<file path="config.mk">
export PLATFORM = sky130hd
export DESIGN_NAME = ddr3_burst_datapath
export DESIGN_NICKNAME = d
export VERILOG_FILES = /design/src/rtl/ddr3_pkg.sv /design/src/rtl/ddr3_rd_assembler.sv /design/src/rtl/ddr3_burst_datapath.sv
export SDC_FILE = /design/constraint.sdc
export NUM_CORES = 1
export LEC_CHECK = 0
export ABC_AREA = 1
export BUFFER_PORTS_ARGS = -buffer_cell sky130_fd_sc_hd__buf_2
export CAP_MARGIN = 30
export CORE_MARGIN = 10
export CORE_UTILIZATION = 50
export CTS_BUF_LIST = sky130_fd_sc_hd__clkbuf_4
export CTS_CLUSTER_DIAMETER = 30
export DETAILED_ROUTE_END_ITERATION = 16
export HOLD_SLACK_MARGIN = 0.03
export MAX_ROUTING_LAYER = met4
export PLACE_DENSITY = 0.73
export SLEW_MARGIN = 20
export SYNTH_ARGS = -nofsm -noshare
export SYNTH_HDL_FRONTEND = slang
export SYNTH_SLANG_ARGS = --single-unit
</file>
<file path="constraint.sdc">
create_clock -name CPU_CLK -period 1.7 [get_ports CPU_CLK]
set_clock_uncertainty 0.15 [all_clocks]
set_input_delay 0.34 -clock CPU_CLK [delete_from_list [all_inputs] [get_ports CPU_CLK]]
set_output_delay 0.34 -clock CPU_CLK [all_outputs]
set_load 0.005 [all_outputs]
</file>
<file path="src/rtl/ddr3_pkg.sv">
// Shared types and default geometry for the DDR3 burst data path.
package ddr3_pkg;

  typedef enum logic [1:0] {
    IDLE     = 2'd0,
    WR_BURST = 2'd1,
    RD_BURST = 2'd2
  } dp_state_t;

  localparam int DDR3_BL         = 8;
  localparam int DDR3_BEAT_W     = 8;
  localparam int DDR3_WORD_W     = 64;
  localparam int DDR3_RD_TIMEOUT = 16;

endpackage

</file>
<file path="src/rtl/ddr3_rd_assembler.sv">
// Read-side beat collector: shadow register, beat index and beat-less timeout.
// Optional per-beat even parity tracking under DDR3_DP_PARITY_EN.
module ddr3_rd_assembler
  import ddr3_pkg::*;
#(
  parameter int BL         = DDR3_BL,
  parameter int BEAT_W     = DDR3_BEAT_W,
  parameter int RD_TIMEOUT = DDR3_RD_TIMEOUT
) (
  input  logic                   clk,
  input  logic                   rst,
  input  logic                   start,
  input  logic                   active,
  input  logic [BEAT_W-1:0]      beat,
  input  logic                   beat_valid,
`ifdef DDR3_DP_PARITY_EN
  input  logic                   beat_par,
  output logic                   par_err,
`endif
  output logic                   fin,
  output logic                   abort,
  output logic [BL*BEAT_W-1:0]   word,
  output logic                   word_valid,
  output logic                   err
);

  localparam int IW = (BL > 1) ? $clog2(BL) : 1;
  localparam int TW = $clog2(RD_TIMEOUT);
  localparam logic [IW-1:0] LAST = IW'(BL - 1);
  localparam logic [TW-1:0] TLIM = TW'(RD_TIMEOUT - 1);

  logic [BL-1:0][BEAT_W-1:0] shadow, shadow_nxt;
  logic [IW-1:0]             idx;
  logic [TW-1:0]             tcnt;

  always_comb begin
    shadow_nxt      = shadow;
    shadow_nxt[idx] = beat;
  end

  // A beat always beats the timeout, even on the limit cycle.
  assign fin   = active &&  beat_valid && (idx == LAST);
  assign abort = active && !beat_valid && (tcnt == TLIM);

`ifdef DDR3_DP_PARITY_EN
  logic par_flag;
  logic par_bad;
  assign par_bad = (^beat) ^ beat_par;

  always_ff @(posedge clk) begin
    if (rst) begin
      par_flag <= 1'b0;
      par_err  <= 1'b0;
    end else begin
      par_err <= 1'b0;
      if (start) begin
        par_flag <= 1'b0;
      end else if (active && beat_valid) begin
        par_flag <= par_flag | par_bad;
        if (idx == LAST) par_err <= par_flag | par_bad;
      end
    end
  end
`endif

  always_ff @(posedge clk) begin
    if (rst) begin
      shadow     <= '0;
      idx        <= '0;
      tcnt       <= '0;
      word       <= '0;
      word_valid <= 1'b0;
      err        <= 1'b0;
    end else begin
      word_valid <= 1'b0;
      err        <= 1'b0;
      if (start) begin
        shadow <= '0;
        idx    <= '0;
        tcnt   <= '0;
      end else if (active) begin
        if (beat_valid) begin
          shadow <= shadow_nxt;
          tcnt   <= '0;
          if (idx == LAST) begin
            word       <= shadow_nxt;
            word_valid <= 1'b1;
            idx        <= '0;
          end else begin
            idx <= idx + IW'(1);
          end
        end else if (tcnt == TLIM) begin
          // partial beats are dropped; word keeps its last good value
          err  <= 1'b1;
          tcnt <= '0;
          idx  <= '0;
        end else begin
          tcnt <= tcnt + TW'(1);
        end
      end
    end
  end

endmodule

</file>
<file path="src/rtl/ddr3_burst_datapath.sv">
// DDR3 data path: 64-bit write word -> BL beats, BL read beats -> 64-bit word.
// Define DDR3_DP_PARITY_EN to add RD_BEAT_PAR / RD_PAR_ERR.
module ddr3_burst_datapath
  import ddr3_pkg::*;
#(
  parameter int BL         = DDR3_BL,
  parameter int BEAT_W     = DDR3_BEAT_W,
  parameter int WORD_W     = DDR3_WORD_W,
  parameter int RD_TIMEOUT = DDR3_RD_TIMEOUT
) (
  input  logic              CPU_CLK,
  input  logic              RESET,
  input  logic              WR_REQ,
  input  logic [WORD_W-1:0] WR_WORD,
  output logic              WR_ACK,
  output logic [BEAT_W-1:0] WR_BEAT,
  output logic              WR_BEAT_VALID,
  output logic              WR_DONE,
  input  logic              RD_REQ,
  input  logic [BEAT_W-1:0] RD_BEAT,
  input  logic              RD_BEAT_VALID,
`ifdef DDR3_DP_PARITY_EN
  input  logic              RD_BEAT_PAR,
  output logic              RD_PAR_ERR,
`endif
  output logic [WORD_W-1:0] RD_WORD,
  output logic              RD_WORD_VALID,
  output logic              RD_ERR,
  output logic              BUSY
);

  localparam int IW = (BL > 1) ? $clog2(BL) : 1;
  localparam logic [IW-1:0] LAST = IW'(BL - 1);

  dp_state_t                 state;
  logic [BL-1:0][BEAT_W-1:0] wr_sh;
  logic [IW-1:0]             wr_idx, wr_nxt;
  logic                      rd_start, rd_active, rd_fin, rd_abort;

  assign wr_nxt    = wr_idx + IW'(1);
  assign rd_start  = (state == IDLE) && RD_REQ;
  assign rd_active = (state == RD_BURST);
  assign BUSY      = (state != IDLE);

  // Read has priority; a losing or busy-time write request is simply dropped.
  always_ff @(posedge CPU_CLK) begin
    if (RESET) begin
      state         <= IDLE;
      wr_sh         <= '0;
      wr_idx        <= '0;
      WR_ACK        <= 1'b0;
      WR_BEAT       <= '0;
      WR_BEAT_VALID <= 1'b0;
      WR_DONE       <= 1'b0;
    end else begin
      WR_ACK <= 1'b0;
      unique case (state)
        IDLE: begin
          if (RD_REQ) begin
            state <= RD_BURST;
          end else if (WR_REQ) begin
            state         <= WR_BURST;
            wr_sh         <= {{BEAT_W{1'b0}}, WR_WORD[WORD_W-1:BEAT_W]};
            wr_idx        <= '0;
            WR_ACK        <= 1'b1;
            WR_BEAT       <= WR_WORD[BEAT_W-1:0];
            WR_BEAT_VALID <= 1'b1;
            WR_DONE       <= 1'b0;
          end
        end
        WR_BURST: begin
          if (wr_idx == LAST) begin
            state         <= IDLE;
            WR_BEAT       <= '0;
            WR_BEAT_VALID <= 1'b0;
            WR_DONE       <= 1'b0;
          end else begin
            wr_idx  <= wr_nxt;
            WR_BEAT <= wr_sh[0];
            wr_sh   <= {{BEAT_W{1'b0}}, wr_sh[BL-1:1]};
            WR_DONE <= (wr_nxt == LAST);
          end
        end
        RD_BURST: begin
          if (rd_fin || rd_abort) state <= IDLE;
        end
        default: state <= IDLE;
      endcase
    end
  end

  ddr3_rd_assembler #(
    .BL         (BL),
    .BEAT_W     (BEAT_W),
    .RD_TIMEOUT (RD_TIMEOUT)
  ) u_rd (
    .clk        (CPU_CLK),
    .rst        (RESET),
    .start      (rd_start),
    .active     (rd_active),
    .beat       (RD_BEAT),
    .beat_valid (RD_BEAT_VALID),
`ifdef DDR3_DP_PARITY_EN
    .beat_par   (RD_BEAT_PAR),
    .par_err    (RD_PAR_ERR),
`endif
    .fin        (rd_fin),
    .abort      (rd_abort),
    .word       (RD_WORD),
    .word_valid (RD_WORD_VALID),
    .err        (RD_ERR)
  );

endmodule

</file>
### Yosys cells after proc, flatten, opt, wreduce, memory -nomap -nowiden

Cells that the tools add are included.
Widths: inputs -> output; s select.

* input port bits: 77
* flip-flop bits (word level): 217

* equal/unequal tests: 12
* multiplexer cells: 36
* reduce and logical (&&, ||, !) cells: 23
* magnitude comparators: 2
* bitwise logic cells: 4
* $add $sub $neg: 3

Operator list (number)
* $mux 64: 3
* $pmux 64 s2: 1
* $bwmux 64: 1
* $mux 8: 4
* $demux 8 s3: 1
* $mux 3: 6
* $pmux 8 s2: 1
* $reduce_and 4->1: 3
* $ne 2x2->1 const B: 5
* $eq 3x3->1 const B: 3
* $mux 1: 9
* $mux 2: 4
* $mux 4: 2
* $reduce_or 4->1: 2
* $add 3x1->3 const B: 2
* $logic_and 1x1->1: 6
* $pmux 2 s3: 1
* $pmux 3 s2: 1
* $reduce_and 3->1: 2
* $reduce_bool 2->1: 3
* $add 4x1->4 const B: 1
* $eq 4x4->1 const B: 1
* $lt 3x4->1 const B: 1
* $not 1->1: 4
* 11 further kinds: 13

### Logic depth before layout (Yosys ltp)

* depth in word-level cells: 6
* gate-level depth with buffers: 10
* depth with buffers taken out: 8

### By module

From an unflattened synthesis, not the netlist that was laid out.

* cell total of the unflattened synthesis: 1561
* area total of the unflattened synthesis: 10023.4 um^2

By module, submodules not included
* ddr3_rd_assembler: area each 6122.1 um^2, cells an instance 915, instances 1
* ddr3_burst_datapath: area each 3901.2 um^2, cells an instance 646, instances 1

### Worst setup path after synthesis

No wires, ideal clock.

* kind: register to register
* start: register u_rd.idx[0]
* end: register u_rd.word[19]
* arrival time: 1.324 ns
* cell stages (with the launch flop): 9
* path buffers: 1
* required time: 1.440 ns
* library setup time: 0.110 ns
* setup slack: 0.116 ns
* cell sequence: dfxtp_1 > ha_1 > ha_1 > inv_1 > nor2_2 > buf_4 > or2_2 > inv_1 > nor2_1

* longest elaborated chain between the ends: 5
* elaborated cells between the ends (all ways): 8
* classes of those cells: order compare (2); eq/ne (1); mux (3); reduce/logical (2)

RTL lines
* from (decl): line ddr3_rd_assembler.sv:33 `logic [IW-1:0] idx;`
* from (signal assigned): line ddr3_rd_assembler.sv:90 `idx <= idx + IW'(1);`
* $lt 3x4->1 (not written as such) / $ge 3x1->1 (equally long branches): line ddr3_rd_assembler.sv:38 `shadow_nxt[idx] = beat;`
* $logic_and 1x1->1 (not written as such): line ddr3_rd_assembler.sv:38
* $mux 8 (not written as such): line ddr3_rd_assembler.sv:38
* $demux 8 s3
* $bwmux 64: line ddr3_rd_assembler.sv:38
* to (signal assigned): line ddr3_rd_assembler.sv:86 `word <= shadow_nxt;`
* to (decl): line ddr3_rd_assembler.sv:22 `output logic [BL*BEAT_W-1:0] word,`

Parallel ways exist; a longest one is shown, timed or not.
A chain may end at the register's enable or synchronous reset.

### Final worst setup path

* start: register state[1]
* end: register wr_sh[5] in the netlist's numbering

* longest elaborated chain between the ends: 3
* elaborated cells between the ends (all ways): 8
* classes of those cells: eq/ne (4); mux (1); reduce/logical (3)

RTL lines
* from (decl): line ddr3_burst_datapath.sv:35 `dp_state_t state;`
* from (signal assigned): line ddr3_burst_datapath.sv:48 `state <= IDLE;`
* from (signal assigned): line ddr3_burst_datapath.sv:60 `state <= RD_BURST;`
* from (signal assigned): line ddr3_burst_datapath.sv:62 `state <= WR_BURST;`
* $eq 2x1->1 / $logic_not 2->1 (equally long branches): line ddr3_burst_datapath.sv:57 `unique case (state)`
* $ne 2x2->1 (no line) / $reduce_bool 2->1 (equally long branches)
* $reduce_and 4->1 (no line)
* to (signal assigned): line ddr3_burst_datapath.sv:63 `wr_sh <= {{BEAT_W{1'b0}}, WR_WORD[WORD_W-1:BEAT_W]};`
* to (signal assigned): line ddr3_burst_datapath.sv:80 `wr_sh <= {{BEAT_W{1'b0}}, wr_sh[BL-1:1]};`
* to (decl): line ddr3_burst_datapath.sv:36 `logic [BL-1:0][BEAT_W-1:0] wr_sh;`

Parallel ways exist; a longest one is shown, timed or not.

==> key figures <==
Routing
  – Vias: roughly 10000
  – Initial DRT Pass Iterations: 5
  – Final WL: 31.4 mm
  – DRC viols: 0
  – Post-route ant nets: 0
  – Vias per cell: 5.17
  – DR iter-0 viols: 820
  – Avg WL per Cell: 15.6 um

Layout
  – Most frequent cells in the layout: nand2_1 (438), dfxtp_1 (190), buf_2 (152)
  – FF+latch area: between 4000 and 5000 um^2
  – Nets: 1802
  – Area grow syn2layout: 37.4%
  – Fill cell count: 1495
  – Commonest non-fill, non-tap cell in the layout: nand2_1
  – Ratio of cells with drive above 1 in the final layout: 0.255
  – Final Instance Area: 13200 um^2
  – Multi-input combinational cell area: 4610 um^2

Floorplanning
  – FP Rows: 50
  – Die W: 159 um
  – Top Ports: 155
  – Core box area: 18800 um^2
  – Initial Util: 0.512
  – Chip height: 159 um
  – Die area: 25200 um^2

Pwr
  – Power Density: 878 nW/um^2
  – Worst vdd ir: 0.575 mV
  – P_leak: approximately 6.3 nW

CTS
  – CTS tree: yes
  – Clock Tree Root: clkbuf_4
  – Clk_lat worst skew: 0.70 ns
  – # H-tree levels: 2
  – Cts bufs inserted: 57
  – # clock sinks: approximately 210
  – Longest Clk Path Bufs: 3
  – Clk slew on worst S/H paths: 0.07 ns

Critical path
  – R2R Setup Slk: -0.04 ns
  – CP Launch Type: register
  – Worst r2r path cells: 9
  – Most numerous cell on the critical path: buf_4
  – CP Max Fanout: 7
  – Arr. time, crit path: 2.13 ns
  – CP Data Required Time: 2.10 ns
  – Worst setup path class: register to register
  – Element type at the critical path end: register
  – Worst-path cell chain: buf_4, buf_4, nor2_4, nand2_4, nand2_8, clkinv_8, clkbuf_16, nor2_2, nor2_1
  – Crit-path slowest cell: dfxtp_4
  – Slowest stage delay, CP: 0.36 ns

Synth
  – Register area share after synthesis: 0.434
  – FFs w/ async S/R, synth: 0
  – Syn_nets: 1530
  – Ys Warns: 0
  – Primary FF master, synth: dfxtp_1
  – Area of the mapped netlist: between 9000 and 10000 um^2
  – Post-Synthesis Cells: around 1400
  – EDFF count, synth: 0
  – Mapped Avg Cell Area: 6.66 um^2
  – Synth cell types: 26
  – Yosys reg bits: between 200 and 250

GRT
  – Vias in the first global route: approximately 9500
  – Largest net degree at the start of global routing: between 60 and 70
  – Grt ovf: 0
  – GRT Util Overall: 0.219
  – Wire length of the first global-routing pass: approximately 46 mm
  – Antenna violations before repair: 2

Timing
  – Period utilization: 1.02
  – Final Hold Viols: 0
  – Slew margin rel.: 0.758
  – Fmax: around 580 MHz
  – Hold Slack: 0.132 ns
  – Final worst slack: -0.0380 ns
  – Unrepaired setup endpoints after global routing: true
  – Pins over their slew limit: 0
  – Worst slew pin tran: 0.363 ns
  – Min Tclk post-route: 1.74 ns
  – Final setup viols: 26

Placement
  – Post-DP Area: 10800 um^2
  – Port bufs: 154
  – RD Place Congestion: 0.856
  – Post-placement setup slack: -0.0356 ns
  – DP HPWL: 17.5 mm

Run status
  – Status: complete, but fails checks
  – Failing checks: setup timing

Min path
  – HP Class: input pin to register
  – WHS Path Cells: 5

Job
  – Max Cap Viol: 0
[metrics by stage]
| stage | util | setup TNS, ns | instances | power, W |
|---|---|---|---|---|
| 3_3_place_gp | 0.574 | 0 | 1812 | 0.00660 |
| 6_report | 0.703 | -0.627 | 2018 | 0.0116 |
| 2_1_floorplan | - | 0 | 1447 | 0.00619 |
| 4_1_cts | 0.658 | -0.0531 | 1987 | 0.0112 |
| 5_1_grt | 0.703 | -3.60 | 2018 | 0.0121 |
| 3_5_place_dp | 0.574 | -0.0754 | 1812 | 0.00663 |
[layer usage]
metal  vias up  part of all wire  global-route usage
met2       500              0.49               0.354
met4         0             0.035              0.0782
met3       118             0.079              0.0452
li1       5117                 -                   -
met5         -                 0                   -
met1      4691              0.40               0.265
[critical path, delay by kind of cell (launching register included)]
family	cells	cell delay [ns]
simple gates	5	0.53
flops	1	0.36
buf+inv	4	0.58
[final cells by class]
type                       instances  area share
inverter                         162      0.0487
clock inverter                    13     0.00633
timing repair buffer             308       0.205
tap                              260      0.0246
sequential                       209       0.318
timing repair inverter             2     0.00123
clock buffer                      83      0.0471
multi-input combinational        979       0.349
antenna                            2    0.000378
[kinds of logic after synthesis]
group,after synthesis,synth area share
xor gates and xnor gates,2,0.00182
adders and majority gates,6,0.00779
AOI/OAI and AO/OA,244,0.130
and+or+nand+nor,726,0.312
DFF,209,0.434
buffers and inverters,260,0.114
[power by group]
group	leakage, nW	internal, W	switching, W	total, W
clock	0.423	0.00237	0.00214	0.00451
combinational	4.20	0.000799	0.00104	0.00183
sequential	1.71	0.00514	0.000134	0.00527
total	6.34	0.00831	0.00331	0.0116
[synth_stat cells (9+ instances only)]
cell type | n | area [um^2]
a21oi_2 | 9 | 78.8
or2_2 | 20 | 125
clkbuf_1 | 41 | 154
nand2_1 | 445 | 1670
nand4_1 | 40 | 250
nor2_1 | 139 | 522
inv_1 | 155 | 582
o21ai_0 | 113 | 566
nand3_1 | 70 | 350
buf_2 | 41 | 205
dfxtp_1 | 209 | 4180
a21oi_1 | 118 | 591
[state kept, by name (all words and copies together) (netlist names), 2 cells and up]
signal       flops
WR_BEAT          8
state            2
u_rd.idx         3
u_rd.shadow     64
u_rd.tcnt        4
u_rd.word       64
wr_idx           3
wr_sh           56
[path summary, 6_finish.rpt]
check	startpoint	to
worst max-delay path	state[1]$_SDFFE_PP0P_	wr_sh[5]$_SDFFE_PP0P_
worst min-delay path	WR_REQ	WR_BEAT[4]$_SDFFE_PP0P_
worst max register to register	state[1]$_SDFFE_PP0P_	wr_sh[5]$_SDFFE_PP0P_
worst min register to register	u_rd.word[44]$_SDFFE_PP0P_	u_rd.word[44]$_SDFFE_PP0P_
[repair_timing]
action,4_1_cts,5_1_grt
hold buffers,75,0
pin swaps,2,7
buffers inserted,4,8
gates cloned,0,21
endpoints found under the hold margin,108,0
gates resized for setup,29,118
setup endpoints to repair,41,184
(Power assumes the default switching activity.)
